**src/rtl/bin_to_bcd_converter_pkg.sv**
```systemverilog
// Shared definitions for the binary-to-BCD converter: FSM states and sizing.
package bin_to_bcd_converter_pkg;

    typedef enum logic [1:0] {
        IDLE  = 2'd0,
        SHIFT = 2'd1,
        DONE  = 2'd2
    } state_t;

    // Ten internal digits hold any 32-bit magnitude (max 4294967295).
    localparam int          INT_DIGITS  = 10;
    localparam int          BCD_W       = 4 * INT_DIGITS;
    localparam int          ITERATIONS  = 32;
    localparam int          CNT_W       = 6;
    localparam logic [3:0]  BLANK_DIGIT = 4'hF;

endpackage

```
**src/rtl/bin_to_bcd_converter_if.sv**
```systemverilog
// Request/result bundle between a requester and the converter.
interface bin_to_bcd_converter_if #(
    parameter int OUT_DIGITS = 8
);
    logic                    start;
    logic [31:0]             binary_in;
    logic                    signed_mode;
    logic [4*OUT_DIGITS-1:0] decimal;
    logic                    bcd_valid;
    logic                    busy;
    logic                    overflow;
    logic                    negative;

    modport master (
        output start, binary_in, signed_mode,
        input  decimal, bcd_valid, busy, overflow, negative
    );

    modport slave (
        input  start, binary_in, signed_mode,
        output decimal, bcd_valid, busy, overflow, negative
    );
endinterface

```
**src/rtl/bin_to_bcd_converter_bcd_digit_adjust.sv**
```systemverilog
// Double-dabble correction for one BCD digit: add 3 when the digit is 5 or more,
// so the following left shift carries correctly into the next decade.
module bcd_digit_adjust (
    input  logic [3:0] digit_in,
    output logic [3:0] digit_out
);
    assign digit_out = (digit_in >= 4'd5) ? (digit_in + 4'd3) : digit_in;
endmodule

```
**src/rtl/bin_to_bcd_converter.sv**
```systemverilog
// Sequential 32-bit binary to packed BCD converter (double-dabble, one bit per
// clock), with optional two's complement input and overflow blanking.
module bin_to_bcd_converter
    import bin_to_bcd_converter_pkg::*;
#(
    parameter int OUT_DIGITS = 8
) (
    input  logic                 clk,
    input  logic                 reset,
    bin_to_bcd_converter_if.slave bus
);

    localparam logic [CNT_W-1:0] LAST_CNT = CNT_W'(ITERATIONS);

    state_t                  state_q, state_d;
    logic [BCD_W-1:0]        bcd_q;
    logic [BCD_W-1:0]        bcd_adj;
    logic [31:0]             mag_q;
    logic [31:0]             mag_in;
    logic [BCD_W+31:0]       shifted;
    logic [CNT_W-1:0]        cnt_q;
    logic                    neg_cap_q;
    logic                    neg_in;
    logic                    over_int;
    logic [4*OUT_DIGITS-1:0] decimal_q;
    logic                    overflow_q;
    logic                    negative_q;

    // Replace every visible digit with the blank code when the value does not fit.
    function automatic logic [4*OUT_DIGITS-1:0] saturate_decimal(
        input logic [4*OUT_DIGITS-1:0] low_digits,
        input logic                    ovf
    );
        logic [4*OUT_DIGITS-1:0] res;
        res = low_digits;
        if (ovf) begin
            for (int i = 0; i < OUT_DIGITS; i++) begin
                res[4*i +: 4] = BLANK_DIGIT;
            end
        end
        return res;
    endfunction

    // Magnitude is formed in 32-bit unsigned so 0x80000000 stays 2147483648.
    assign neg_in  = bus.signed_mode & bus.binary_in[31];
    assign mag_in  = neg_in ? (~bus.binary_in + 32'd1) : bus.binary_in;
    assign shifted = {bcd_adj, mag_q} << 1;

    for (genvar g = 0; g < INT_DIGITS; g++) begin : g_adj
        bcd_digit_adjust u_adj (
            .digit_in  (bcd_q[4*g +: 4]),
            .digit_out (bcd_adj[4*g +: 4])
        );
    end

    // Overflow: any internal digit beyond the displayed ones is nonzero.
    always_comb begin
        over_int = 1'b0;
        for (int i = OUT_DIGITS; i < INT_DIGITS; i++) begin
            if (bcd_q[4*i +: 4] != 4'd0) over_int = 1'b1;
        end
    end

    // FSM state register.
    always_ff @(posedge clk or posedge reset) begin
        if (reset) state_q <= IDLE;
        else       state_q <= state_d;
    end

    // Next-state logic; SHIFT exits once all 32 bits have been shifted in.
    always_comb begin
        state_d = state_q;
        unique case (state_q)
            IDLE:    if (bus.start) state_d = SHIFT;
            SHIFT:   if (cnt_q == LAST_CNT) state_d = DONE;
            DONE:    state_d = IDLE;
            default: state_d = IDLE;
        endcase
    end

    // Datapath: capture on accept, shift while counting, register result on exit.
    always_ff @(posedge clk or posedge reset) begin
        if (reset) begin
            bcd_q      <= '0;
            mag_q      <= '0;
            cnt_q      <= '0;
            neg_cap_q  <= 1'b0;
            decimal_q  <= '0;
            overflow_q <= 1'b0;
            negative_q <= 1'b0;
        end else begin
            unique case (state_q)
                IDLE: begin
                    if (bus.start) begin
                        mag_q     <= mag_in;
                        bcd_q     <= '0;
                        cnt_q     <= '0;
                        neg_cap_q <= neg_in;
                    end
                end
                SHIFT: begin
                    if (cnt_q != LAST_CNT) begin
                        bcd_q <= shifted[BCD_W+31:32];
                        mag_q <= shifted[31:0];
                        cnt_q <= cnt_q + 1'b1;
                    end else begin
                        decimal_q  <= saturate_decimal(bcd_q[4*OUT_DIGITS-1:0], over_int);
                        overflow_q <= over_int;
                        negative_q <= neg_cap_q;
                    end
                end
                default: ;
            endcase
        end
    end

    assign bus.decimal   = decimal_q;
    assign bus.overflow  = overflow_q;
    assign bus.negative  = negative_q;
    assign bus.bcd_valid = (state_q == DONE);
    assign bus.busy      = (state_q != IDLE);

endmodule

```
**src/flat_wrapper.sv**
```systemverilog
// flat-port wrapper written by rule: the top's interface ports become plain ports
module bin_to_bcd_converter_flat import bin_to_bcd_converter_pkg::*;
#(
    parameter int OUT_DIGITS = 8
)
  (clk, reset, bus_start, bus_binary_in, bus_signed_mode, bus_decimal, bus_bcd_valid, bus_busy, bus_overflow, bus_negative);
  bin_to_bcd_converter_if #(.OUT_DIGITS(OUT_DIGITS)) bus_i ();
  input  logic clk;
  input  logic reset;
  input wire logic [$bits(bus_i.start)-1:0] bus_start;
  input wire logic [$bits(bus_i.binary_in)-1:0] bus_binary_in;
  input wire logic [$bits(bus_i.signed_mode)-1:0] bus_signed_mode;
  output wire logic [$bits(bus_i.decimal)-1:0] bus_decimal;
  output wire logic [$bits(bus_i.bcd_valid)-1:0] bus_bcd_valid;
  output wire logic [$bits(bus_i.busy)-1:0] bus_busy;
  output wire logic [$bits(bus_i.overflow)-1:0] bus_overflow;
  output wire logic [$bits(bus_i.negative)-1:0] bus_negative;
  assign bus_i.start = bus_start;
  assign bus_i.binary_in = bus_binary_in;
  assign bus_i.signed_mode = bus_signed_mode;
  assign bus_decimal = bus_i.decimal;
  assign bus_bcd_valid = bus_i.bcd_valid;
  assign bus_busy = bus_i.busy;
  assign bus_overflow = bus_i.overflow;
  assign bus_negative = bus_i.negative;
  bin_to_bcd_converter #(.OUT_DIGITS(OUT_DIGITS)) u_core (.clk(clk), .reset(reset), .bus(bus_i));
endmodule
```
**config.mk**
```make
export PLATFORM = sky130hd
export DESIGN_NAME = bin_to_bcd_converter_flat
export DESIGN_NICKNAME = d
export VERILOG_FILES = /design/src/rtl/bin_to_bcd_converter_pkg.sv /design/src/rtl/bin_to_bcd_converter_if.sv /design/src/rtl/bin_to_bcd_converter_bcd_digit_adjust.sv /design/src/rtl/bin_to_bcd_converter.sv /design/src/flat_wrapper.sv
export SDC_FILE = /design/constraint.sdc
export NUM_CORES = 1
export LEC_CHECK = 0
export ABC_AREA = 1
export CORE_ASPECT_RATIO = 1.25
export CORE_MARGIN = 2
export CORE_UTILIZATION = 55
export CTS_CLUSTER_SIZE = 8
export DETAILED_ROUTE_END_ITERATION = 6
export PLACE_DENSITY = 0.8
export SETUP_SLACK_MARGIN = 0.5
export SYNTH_ARGS = -nofsm -noshare
export SYNTH_HDL_FRONTEND = slang
export SYNTH_SLANG_ARGS = --single-unit
```
**constraint.sdc**
```tcl
create_clock -name clk -period 5.8 [get_ports clk]
set_input_delay 0.87 -clock clk [delete_from_list [all_inputs] [get_ports clk]]
set_output_delay 0.87 -clock clk [all_outputs]
set_load 0.1 [all_outputs]
```
==> flow_results.org, run 1 <==
** Drt
- The first detailed-routing pass took 7 iterations.
- Overall via count from detail_route :: approximately 5800
- Once detail routing completed, the nets flagged for antenna violations numbered 0.
- For this block, the initial DRC count from the detailed router was 354.
- Routed wire length per instance :: about 13 um
- DRC violations left :: 0
- Via density per instance :: between 5 and 6
- Post-Route WL :: approximately 15 mm

** Final layout
- Fraction of layout cells with a size suffix above 1 :: under 10%
- Filler Cell Count :: roughly 960
- The repair_antennas step left the layout with diodes totalling 0.
- For this run, the post-layout net count is roughly 1000.
- Once layout is done, the placed cells without fillers occupy between 0.007 and 0.008 mm^2.
- For this run, the share of the core covered by cells in the final layout is 68.1%.
- The area growth from synthesis to layout is 21.3%.

** Worst setup path
- The worst register-to-register path ends at u_core.mag_q[17]$_DFFE_PP0P_.
- The worst register-to-register path has a depth of 9.
- Critical path's largest stage delay :: around 1200 ps
- Worst endpoint data arrival time :: 2170 ps
- Critical path capture point type :: output port
- The worst setup path is launched from a register.
- Of all nets on the critical path, the largest fanout is 3.
- Crit path cell chain :: inv_1, nor2_1, clkdlybuf4s50_1
- The largest individual stage delay along the critical path comes from the cell sky130_fd_sc_hd__clkdlybuf4s50_1.
- The startpoint identified for the worst register-to-register timing path is u_core.cnt_q[0]$_DFFE_PP0P_.
- By startpoint and endpoint, the worst setup path is classified as register to output port.
- Data required time of the critical path :: between 4000 and 5000 ps
- Reg2reg setup slack :: between 3000 and 4000 ps

** Synthesis
- Cell count after synthesis :: around 850
- Yosys mapped the design onto 29 distinct sky130hd cell types.
- Main synth FF type :: sky130_fd_sc_hd__dfrtp_1
- Of the synthesized area, sequential elements account for between 40 and 50%.
- Share of synthesized registers carrying an async set or reset :: between 90% and 100%
- The Yosys step of the flow raised 0 warnings.
- Synthesis produced a netlist with a net count of approximately 910.
- Post-synthesis instance area :: roughly 0.0065 mm^2
- Average cell area after synthesis :: between 7 and 8 um^2
- Number of flops mapped to enable cells by yosys :: 0
- Counting flops and latches in the post-synthesis netlist gives 115.

** Hold path
- In this run the worst hold path is classified as register to register.
- Hold path endpoint :: u_core.mag_q[4]$_DFFE_PP0P_
- Worst Hold Launch :: u_core.mag_q[4]$_DFFE_PP0P_
- Worst hold path stage count :: 2

** Timing
- Post-route setup TNS :: 0 ps
- At the pin with the least slew margin, the transition time is around 1100 ps.
- Final worst clock skew :: 5.17 ps
- The worst pin sits at a relative slew slack of approximately 29%.
- The max-slew violation count was 0.
- Highest Clock Rate :: 329 MHz
- The worst path in the final design needs a cycle of approximately 3000 ps, including I/O delays and setup.
- Number of setup violations in the final report :: 0
- The final count of hold timing violations came to 0.
- RSZ-0062 raised after global routing :: false
- Ratio of final minimum period to clock period :: a little over half

** Clock network
- Clock tree from TritonCTS :: yes
- Clock tree synthesis found a total of 115 sinks.
- CTS Root Cell :: sky130_fd_sc_hd__clkbuf_16
- Clk_lat worst skew :: 410 ps
- Number of gates given a new drive strength after cts :: 0
- The number of clock buffers added by TritonCTS is 17.
- In this run the deepest clock path goes through 2 buffers.
- The H-tree was split into 4 levels.
- Post-CTS repair timing setup buffer count :: 0
- Hold_buf cts :: 0
- Clock slew seen by the registers of the worst setup and hold paths :: 60 ps

** Outcome
- The run finished with clean final reports.

** Pwr
- For this design the ratio of total power to cell area is approximately 520 mW/mm^2.
- In this run the static leakage power is between 3 and 4 nW.
- Maximum vdd drop :: 0.217 mV

** Floorplan
- Die height :: between 100 and 150 um
- The floorplan has 44 rows.
- between 70 and 80 I/O pins were placed.
- The floorplan step defined a die boundary enclosing 0.0127 mm^2.
- Effective utilization at floorplan :: between 50% and 60%
- In this run the standard cell core region covers 0.0116 mm^2.
- Horizontal extent of the die :: 101 um

** Global route
- Total routing resource utilization after global routing :: 24.7%
- After global routing the overflow that remains totals 0.
- Antenna violations before repair :: 0
- The first global-routing pass estimated around 25 mm of wire.
- Largest net degree at the start of global routing :: 81
- Via count of the first global-routing pass :: roughly 5700

** Job
- Across the run, the number of max-cap violations was 0.

** Placement
- HPWL reported at the end of detailed placement :: 9.83 mm
- Input/output buffers :: around 70
- The placed instances occupy a cell area of around 0.0073 mm^2.
- At the end of routability-driven placement, the weighted congestion stood at approximately 0.86.
## synthesized netlist by cell type, types with 10 or more instances
master                    number  area, um^2
sky130_fd_sc_hd__or2_2        11        68.8
sky130_fd_sc_hd__o22ai_1      46         288
sky130_fd_sc_hd__buf_2        14        70.1
sky130_fd_sc_hd__ha_1         25         313
sky130_fd_sc_hd__inv_1       120         450
sky130_fd_sc_hd__nand2_1     184         691
sky130_fd_sc_hd__dfrtp_1     115        2880
sky130_fd_sc_hd__a21oi_2      10        87.6
sky130_fd_sc_hd__nand3_1      92         460
sky130_fd_sc_hd__a21oi_1      34         170
sky130_fd_sc_hd__nor2_1       92         345
sky130_fd_sc_hd__o21ai_0      55         275
sky130_fd_sc_hd__xor2_1       13         114
## worst max-delay path by stage
| stage | from | to | depth (start not counted) | slack [ps] |
|---|---|---|---|---|
| 6_report | u_core.state_q[1]$_DFFE_PP0P_ | bus_bcd_valid | 3 | 2760 |
| 5_1_grt | u_core.state_q[1]$_DFFE_PP0P_ | bus_bcd_valid | 3 | 2690 |
| 4_1_cts | u_core.state_q[1]$_DFFE_PP0P_ | bus_bcd_valid | 3 | 2740 |
| 3_5_place_dp | bus_binary_in[31] | u_core.mag_q[29]$_DFFE_PP0P_ | 8 | 2550 |
| 3_3_place_gp | bus_binary_in[31] | u_core.mag_q[29]$_DFFE_PP0P_ | 8 | 2600 |
| 2_1_floorplan | reset | u_core.bcd_q[0]$_DFFE_PP0P_ | 1 | 1890 |
## area by class of cell
class | instances | area (um^2) | share of cell area (%)
Tap cell | 161 | 201 | 2.55
Multi-Input combinational cell | 585 | 3010 | 38.0
Clock inverter | 12 | 155 | 1.96
Inverter | 124 | 468 | 5.92
Timing Repair Buffer | 74 | 733 | 9.27
Clock buffer | 20 | 467 | 5.90
Sequential cell | 115 | 2880 | 36.4
## critical path: cells and delay by family, from the launching register on
| kind | cells | cell delay [ps] |
|---|---|---|
| flops | 1 | 380 |
| simple gates | 1 | 130 |
| buf+inv | 2 | 1240 |
## placed cells by master, fill, tap and decap left out, drive strengths merged
master,Yosys,final
or2,11,11
mux2,1,1
nand4,2,2
o211ai,7,7
clkinvlp,0,5
bufinv,0,3
clkinv,1,5
o21ai,60,60
inv,123,123
buf,20,3
dfrtp,115,115
clkbuf,9,20
nand3,92,92
a31o,1,1
clkdlybuf4s50,0,71
xor2,13,13
a21oi,44,44
nor2,95,95
o22ai,46,46
nand2,186,186
ha,25,25
nor4,1,1
o21bai,1,1
## power breakdown
group / leakage, nW / switching [W] / internal, W
clock network: 0.290 / 0.000371 / 0.000708
registers: 1.35 / 0.000142 / 0.00109
logic: 1.96 / 0.00129 / 0.000545
## logic make-up after synthesis
group | synth area share, %
multiplexers | 0.173
buffers and inverters | 9.71
flip-flops | 44.1
adder cells (fa/ha/maj) | 4.80
AND/OR/NAND/NOR | 25.4
AO/OA/AOI/OAI | 14.0
XOR/XNOR | 1.75
## metrics by stage
stage / setup WS [ps] / total power, W / hold WS, ps / std cells
after global placement: 2600 / 0.00301 / 467 / 1059
after global routing: 2690 / 0.00443 / 521 / 1091
after detailed placement: 2550 / 0.00305 / 473 / 1059
after CTS: 2740 / 0.00417 / 486 / 1091
after floorplan: 1890 / 0.00268 / 448 / 853
final: 2760 / 0.00415 / 483 / 1091
## layer usage
metal | GRT usage, % | up-vias | wire, um
met5 | 0 | - | 0
met4 | 8.59 | 0 | 279
met3 | 5.83 | 24 | 701
met2 | 42.3 | 164 | 7400
met1 | 30.1 | 2738 | 6270
li1 | - | 2910 | -
## sequential cells by signal, summed over array words and instances, names as in the netlist
register,cells
u_core.bus.decimal,32
u_core.cnt_q,6
u_core.neg_cap_q,1
u_core.mag_q,32
u_core.bcd_q,40
u_core.bus.overflow,1
u_core.state_q,2
u_core.bus.negative,1
(Power assumes the default switching activity.)
==> run 2, diff against run 1 <==
- CORE_UTILIZATION: 55 -> 52
- PLACE_DENSITY: 0.8 -> 0.79
- clock period: 5.8 -> 2.65 ns (I/O delays scaled with it)
==> run 2 against run 1 <==
  * Sequential power grew 120%
  * Non-clock buffer count grew 8
  * Count of clock-buffer cells in the layout grew 3
  * Die area grew 5.6%
  * Wire length grew 0.84%
  * Critical path depth grew 5
  * Clock power grew 110%
  * Largest cell class unchanged
  * Total power grew 120%
  * Design area shrank 0.59%
  * Combinational power grew 120%
  * First-iteration DRC count shrank 30%
  * Register-to-register slack lost 2400 ps
  * Highest routed layer unchanged
==> flow_results.org, run 2 (same netlist as run 1, synthesis figures left out) <==
** Worst setup path
- Count of buffering cells on the critical path with inverters included :: 2 (unchanged)
- Launch point of the worst reg-to-reg path :: u_core.cnt_q[0]$_DFFE_PP0P_
- By startpoint and endpoint, the worst setup path is classified as register to register.
- Critical path capture point type :: register
- Kind of start point of the critical path :: register
- First element of the critical path :: u_core.cnt_q[0]$_DFFE_PP0P_
- Crit path cell chain :: inv_1, ha_1, nand4_4, nand2_2, nand2_2, clkinv_1, nand2_1, nand3_1
- Most prevalent standard cell on the critical path :: sky130_fd_sc_hd__nand2_2
- The required time of the critical path was 2940 ps (-1990 ps).
- The largest fanout on the critical path came to 18 (+15).
- The slack of the worst reg-to-reg path was 700 ps (-2400 ps).
- Crit Reg-Reg Endpoint :: u_core.mag_q[4]$_DFFE_PP0P_
- The data arrival time at the worst-slack endpoint is 2240 ps (+70 ps).
- On the critical path the largest part of the delay comes from simple AND/OR/NAND/NOR gates.
- CP Depth :: 8 (+5)
- The worst reg-to-reg path cell count was 8 (-1).
- The stage delay of the slowest cell on the critical path is 420 ps (-730 ps).
- Among all stages on the critical path, the largest delay is contributed by sky130_fd_sc_hd__dfrtp_1.
- Following the worst setup path forward leads to its endpoint at u_core.mag_q[4]$_DFFE_PP0P_.

** Timing
- Slew at the pin with the worst max-slew slack :: 534 ps (-534 ps)
- Final max-slew violation count :: 0 (unchanged)
- Highest Clock Rate :: approximately 510 MHz
- The final worst-path setup slack is 700 ps (-2060 ps).
- Headroom to the max-slew limit :: 64.3% (+36 points)
- Final number of hold-violating endpoints :: 0 (unchanged)
- Of the available clock period, the critical path in the final layout requires between 70% and 80%.
- The aggregate negative setup slack is 0 ps (unchanged).
- The final worst hold slack came to 378 ps (-105 ps).
- The final setup skew came to 9.62 ps (+4.45 ps).
- The number of setup violations in the final report was 0 (unchanged).
- Post-layout minimum cycle time :: between 1500 and 2000 ps
- RSZ-0062 raised after global routing :: false

** Global route
- Largest net degree at the start of global routing :: 65 (-20%)
- The sum of overflow across all layers after global routing came to 0 (unchanged).
- Total routing resource utilization after global routing :: 23.4% (-1.2 points)
- Via count of the first global-routing pass :: 5707 (-0.59%)
- First-pass GRT wire length :: 25.7 mm (+1.2%)
- Antenna violations before repair :: 0 (unchanged)

** Final layout
- Post-layout nets :: 986 (+0.82%)
- The proportion of layout cells with a drive suffix above 1 came to 11.7% (+4.3 points).
- The number of flip-flops in the largest register is 40 (unchanged).
- Largest Register :: u_core.bcd_q
- The library cell used most frequently in the layout, excluding fill and tap cells, is sky130_fd_sc_hd__nand2_1.
- The final core area utilization came to 64.4% (-3.7 points).
- Antenna diodes :: 0 (unchanged)
- The library cells used most frequently in the layout, excluding fill and tap cells, are 184 x sky130_fd_sc_hd__nand2_1, 119 x sky130_fd_sc_hd__inv_1, 115 x sky130_fd_sc_hd__dfrtp_1, 92 x sky130_fd_sc_hd__nor2_1, 92 x sky130_fd_sc_hd__nand3_1.
- Compared with the post-synthesis result, the final layout area differs by 20.6%.

** Drt
- Met2 wire len :: 7.45 mm (+0.62%)
- The total met3 wirelength after detailed routing came to 617 um (-12%).
- DRC violations left :: 0 (unchanged)
- The number of antenna-violating nets in the routed design came to 0 (unchanged).
- Drt first-iter violations :: 247 (-30%)
- The mean routed wirelength per cell came to 13.4 um (-0.17%).
- Top routing layer used :: met4
- The via-per-instance ratio was 5.25 (-1.8%).
- Post-Route WL :: 14.8 mm (+0.84%)
- The first-pass iteration count of the detailed router is 5 (-2).
- The via count came to 5788 (-0.82%).
- Wire length on met1 :: 6.34 mm (+1.1%)

** Clock network
- Clk_lat worst skew :: 410 ps (about the same)
- TritonCTS Buffers :: 17 (unchanged)
- CTS placed an instance of sky130_fd_sc_hd__clkbuf_16 at the clock tree root.
- The number of setup buffers added after CTS was 0 (unchanged).
- Number of gates given a new drive strength after cts :: 0 (unchanged)
- The CTS sink count was 115 (unchanged).
- The clock input transition at the sequential cells of the worst setup and hold paths was 50 ps (about the same).
- Hold_buf cts :: 0 (unchanged)
- The buffer depth of the longest clock path is 2 (unchanged).
- The deepest level of the CTS H-tree came to 4 (unchanged).
- Clock tree from TritonCTS :: yes

** Hold path
- The worst hold path belongs to the class input pin to asynchronous set/reset pin.

** Pwr
- Clk pwr share :: 24.7% (-1.3 points)
- Net switching power figure :: 0.00393 W (+120%)
- The power density over cell area is 1140 mW/mm^2 (+120%).
- Total Power Consumption :: 0.00897 W (+120%)
- The internal cell power came to 0.00504 W (+110%).
- Static Leak :: 3.64 nW (+1.0%)
- Proportion of total power due to net switching :: 43.8% (+0.34 points)
- The power share of the sequential group was 30.2% (+0.4 points).
- Logic pwr share :: 45.1% (+0.9 points)
- The peak ir drop on the vdd network came to 0.572 mV (+160%).

** Floorplan
- The die area was 0.0135 mm^2 (+5.6%).
- Cell Rows :: 45 (+2.3%)
- Number of placed I/O pins :: 72 (unchanged)
- The floorplan die width came to 104 um (+2.7%).
- Die height :: 129 um (+2.8%)
- Standard cell core area :: 0.0122 mm^2 (+5.2%)
- Effective utilization at floorplan :: 53.4% (-2.8 points)

** Placement
- Placer Congestion :: 0.845 (-1.8%)
- The port buffer count is 71 (unchanged).
- The post-place setup slack is 459 ps (-2090 ps).
- HPWL reported at the end of detailed placement :: 10.1 mm (+2.9%)

** Job
- Maximum capacitance violations :: 0 (unchanged)

** Outcome
- Run status :: finished clean
[run 2: changes by cell type in the layout (fill, tap and decap cells not counted), moves of 2 or more]
cell	change
sky130_fd_sc_hd__clkinvlp_4	-2
sky130_fd_sc_hd__clkdlybuf4s50_1	-36
sky130_fd_sc_hd__clkinv_2	+2
sky130_fd_sc_hd__clkbuf_1	+3
sky130_fd_sc_hd__buf_4	+42
[run 2: metrics by stage]
| stage | area (um^2) | cells |
|---|---|---|
| floorplan | 6520 | 853 |
| global placement | 7280 | 1070 |
| detailed placement | 7280 | 1070 |
| CTS | 7860 | 1102 |
| global route | 7860 | 1102 |
| finish | 7860 | 1102 |
[run 2: worst reg2reg max path, cell delays in order, from the launching register on]
cell and delay (ps):
sky130_fd_sc_hd__dfrtp_1 420, sky130_fd_sc_hd__inv_1 90, sky130_fd_sc_hd__ha_1 240, sky130_fd_sc_hd__nand4_4 170, sky130_fd_sc_hd__nand2_2 100, sky130_fd_sc_hd__nand2_2 100
sky130_fd_sc_hd__clkinv_1 420, sky130_fd_sc_hd__nand2_1 200, sky130_fd_sc_hd__nand3_1 90
[run 2: area by class of cell]
type	instances	area, um^2
clock buffer	23	478
clock inverter	9	104
fill	1033	4350
inverter	124	472
multi-input combinational	585	3010
sequential	115	2880
tap	164	205
timing repair buffer	82	719
[run 2: layer usage]
metal / track usage, % / vias up
met5: 0 / -
met4: 10.2 / 0
met3: 4.53 / 34
met2: 41.2 / 157
met1: 28.2 / 2669
li1: - / 2928
[run 2: how the worst min path moves through the flow]
stage / end / slack (ps) / cells after the start
final: u_core.bus.decimal[28]$_DFFE_PP0P_ / 380 / 2
after global routing: u_core.bus.decimal[28]$_DFFE_PP0P_ / 430 / 2
after CTS: u_core.bus.decimal[28]$_DFFE_PP0P_ / 390 / 2
after detailed placement: u_core.mag_q[1]$_DFFE_PP0P_ / 480 / 2
after global placement: u_core.mag_q[4]$_DFFE_PP0P_ / 460 / 2
after floorplan: u_core.neg_cap_q$_DFFE_PP0P_ / 450 / 2
[run 2: power groups by stage]
| stage | logic (W) | registers [W] | clock network [W] |
|---|---|---|---|
| floorplan | 0.00233 | 0.00353 | 0 |
| global placement | 0.00392 | 0.00270 | 0 |
| detailed placement | 0.00399 | 0.00272 | 0 |
| CTS | 0.00406 | 0.00270 | 0.00224 |
| global route | 0.00450 | 0.00278 | 0.00233 |
| finish | 0.00405 | 0.00270 | 0.00222 |
==> patch: new RTL, flow settings as in run 2 <==
Make the reset (`reset`) synchronous in 2 clocked blocks.
--- a/src/rtl/bin_to_bcd_converter.sv
+++ b/src/rtl/bin_to_bcd_converter.sv
@@ -62,7 +62,7 @@
     end
 
     // FSM state register.
-    always_ff @(posedge clk or posedge reset) begin
+    always_ff @(posedge clk) begin
         if (reset) state_q <= IDLE;
         else       state_q <= state_d;
     end
@@ -79,7 +79,7 @@
     end
 
     // Datapath: capture on accept, shift while counting, register result on exit.
-    always_ff @(posedge clk or posedge reset) begin
+    always_ff @(posedge clk) begin
         if (reset) begin
             bcd_q      <= '0;
             mag_q      <= '0;
Behaviour: differs if reset is asserted again (counterexample within 4 cycles, from zero or initial values and one cycle with reset high); with reset held inactive, the same outputs for 10 cycles.
==> patch against run 2 <==
  * Critical path depth is the same
  * Sequential cell count is the same
  * Via count grew 0.48%
  * Cell area shrank 5.1%
  * Die area shrank 5.0%
  * Synthesized cell count grew 1.2%
  * Highest routed layer unchanged
  * Wire length shrank 1.1%
  * Synthesized area shrank 5.2%
  * Worst setup slack gained 0.013 ns
  * Count of clock-buffer cells in the layout grew 4
  * First-iteration DRC count grew 13%
Power is not compared: it rests on default switching activity, and its combinational part moved more than twofold at a synthesized area within 25%.
==> patch: results (changes against run 2) <==
pin count of the biggest net entering global routing=46 (was 65); Non-Filler Instances=1103 (was 1102); Hold Path Class=flop to flop (was input pin to async pin); worst skew pair latency=0.41 ns (about the same); CP peak stage delay=0.31 ns (was 0.42 ns); pre-CTS setup slack=0.3453 ns (was 0.4587 ns); Worst Hold Depth=2; post-synth cell types=39 (was 29); Avg Inst Size Synth=7.159 sq um (was 7.642 sq um); CTS H-Tree Depth=4 (unchanged); critical path peak fanout=23 (was 18); clock transition at the registers of the reported paths=0.05 ns (about the same); initial drt markers=279 (was 247); placed inst area=6870 sq um (was 7276 sq um); family with the most delay on the worst path=simple AND/OR/NAND/NOR gates (unchanged); Crit Path Category=flop to flop (unchanged); Nets=991 (was 986); status=completed (unchanged); Fin Hold WS=0.4490 ns (was 0.3780 ns); Syn Nets=924 (was 914); register area share after synthesis=37.26% (was 44.15%); worst rel slew slack=58.78% (was 64.34%); final setup skew=0.009544 ns (was 0.009623 ns); Hold Startpoint=u_core.mag_q[22]$_SDFFE_PP0P_; vias in the first global route=5235 (was 5707); share of cells above drive strength 1=12.95% (was 11.73%); CP startpoint=u_core.cnt_q[0]$_SDFFE_PP0P_ (was u_core.cnt_q[0]$_DFFE_PP0P_); via count=5816 (was 5788); DP HPWL=10300 um (was 10110 um); first-pass GRT wire length=24020 um (was 25650 um); r2r worst-path depth=8 (unchanged); Leak Pwr=3.000 nW; Synth async-reset ratio=0% (was 100.0%); top cells by count, synth=nand2_1, dfxtp_1, o21ai_0, inv_1, nor2_1 (was nand2_1, inv_1, dfrtp_1, nand3_1, nor2_1); crit path time final=1.936 ns (was 1.950 ns); Hold EP=u_core.mag_q[22]$_SDFFE_PP0P_; gr usage total=23.42% (was 23.41%); average wire per standard cell=13.24 um (was 13.41 um); RD Place Congestion=0.9120 (was 0.8445); reg2reg end=u_core.mag_q[14]$_SDFFE_PP0P_ (was u_core.mag_q[4]$_DFFE_PP0P_); CP max-delay cell=dfxtp_1 (was dfrtp_1); Worst VDD drop=0.0004204 V; Top reg by flops=u_core.bcd_q (unchanged); Critical Path AT=2.26 ns (was 2.24 ns); top cells by area, synth=dfxtp_1, nand2_1, o21ai_0, inv_1, ha_1 (was dfrtp_1, nand2_1, nand3_1, inv_1, nor2_1); max FFs per register=40 (unchanged)
==> patch: changes by cell type after synthesis, moves of 19 or more <==
cell	run 2	this run
a21oi_1	34	58
a21oi_2	10	29
dfrtp_1	115	0
dfxtp_1	0	115
inv_1	120	98
nand3_1	92	48
nor2_1	92	72
o21ai_0	55	108
o22ai_1	46	11
==> patch: power groups by stage <==
stage | clock network, mW | registers, mW | logic, mW
floorplan | 0 | 1.84 | 0.294
detailed placement | 0 | 1.85 | 0.430
CTS | 2.13 | 1.81 | 0.434
global placement | 0 | 1.85 | 0.426
global route | 2.21 | 1.82 | 0.496
finish | 2.11 | 1.81 | 0.444
==> patch: cell families (layout without fill, tap and decap cells) <==
family	after synthesis	after routing	synth area share, %
and+or+nand+nor	325	326	23.13
AOI/OAI and AO/OA	241	241	22.74
buffers and inverters	140	218	9.396
DFF	115	115	37.26
adders and majority gates	25	25	5.063
xor gates and xnor gates	17	17	2.410
==> patch: area by class of cell <==
| class | count | area, sq um |
|---|---|---|
| timing repair buffer | 82 | 703.2 |
| tap | 161 | 201.4 |
| fill | 1036 | 4154 |
| sequential | 115 | 2302 |
| multi-input combinational | 609 | 3307 |
| clock inverter | 4 | 47.55 |
| inverter | 105 | 397.9 |
| clock buffer | 27 | 503.0 |
==> patch: repair_timing <==
action,in CTS,in global routing
setup endpoints to repair,23,20
gates cloned,1,0
pin swaps,1,1
setup buffers,0,4
resized for setup,0,1
==> patch: metal layers <==
| layer | vias up | wire (um) | track usage [%] |
|---|---|---|---|
| met5 | - | 0 | 0 |
| met4 | 0 | 236 | 8.029 |
| met3 | 18 | 622 | 4.606 |
| met2 | 148 | 7099 | 39.81 |
| met1 | 2646 | 6649 | 29.33 |
| li1 | 3004 | - | - |
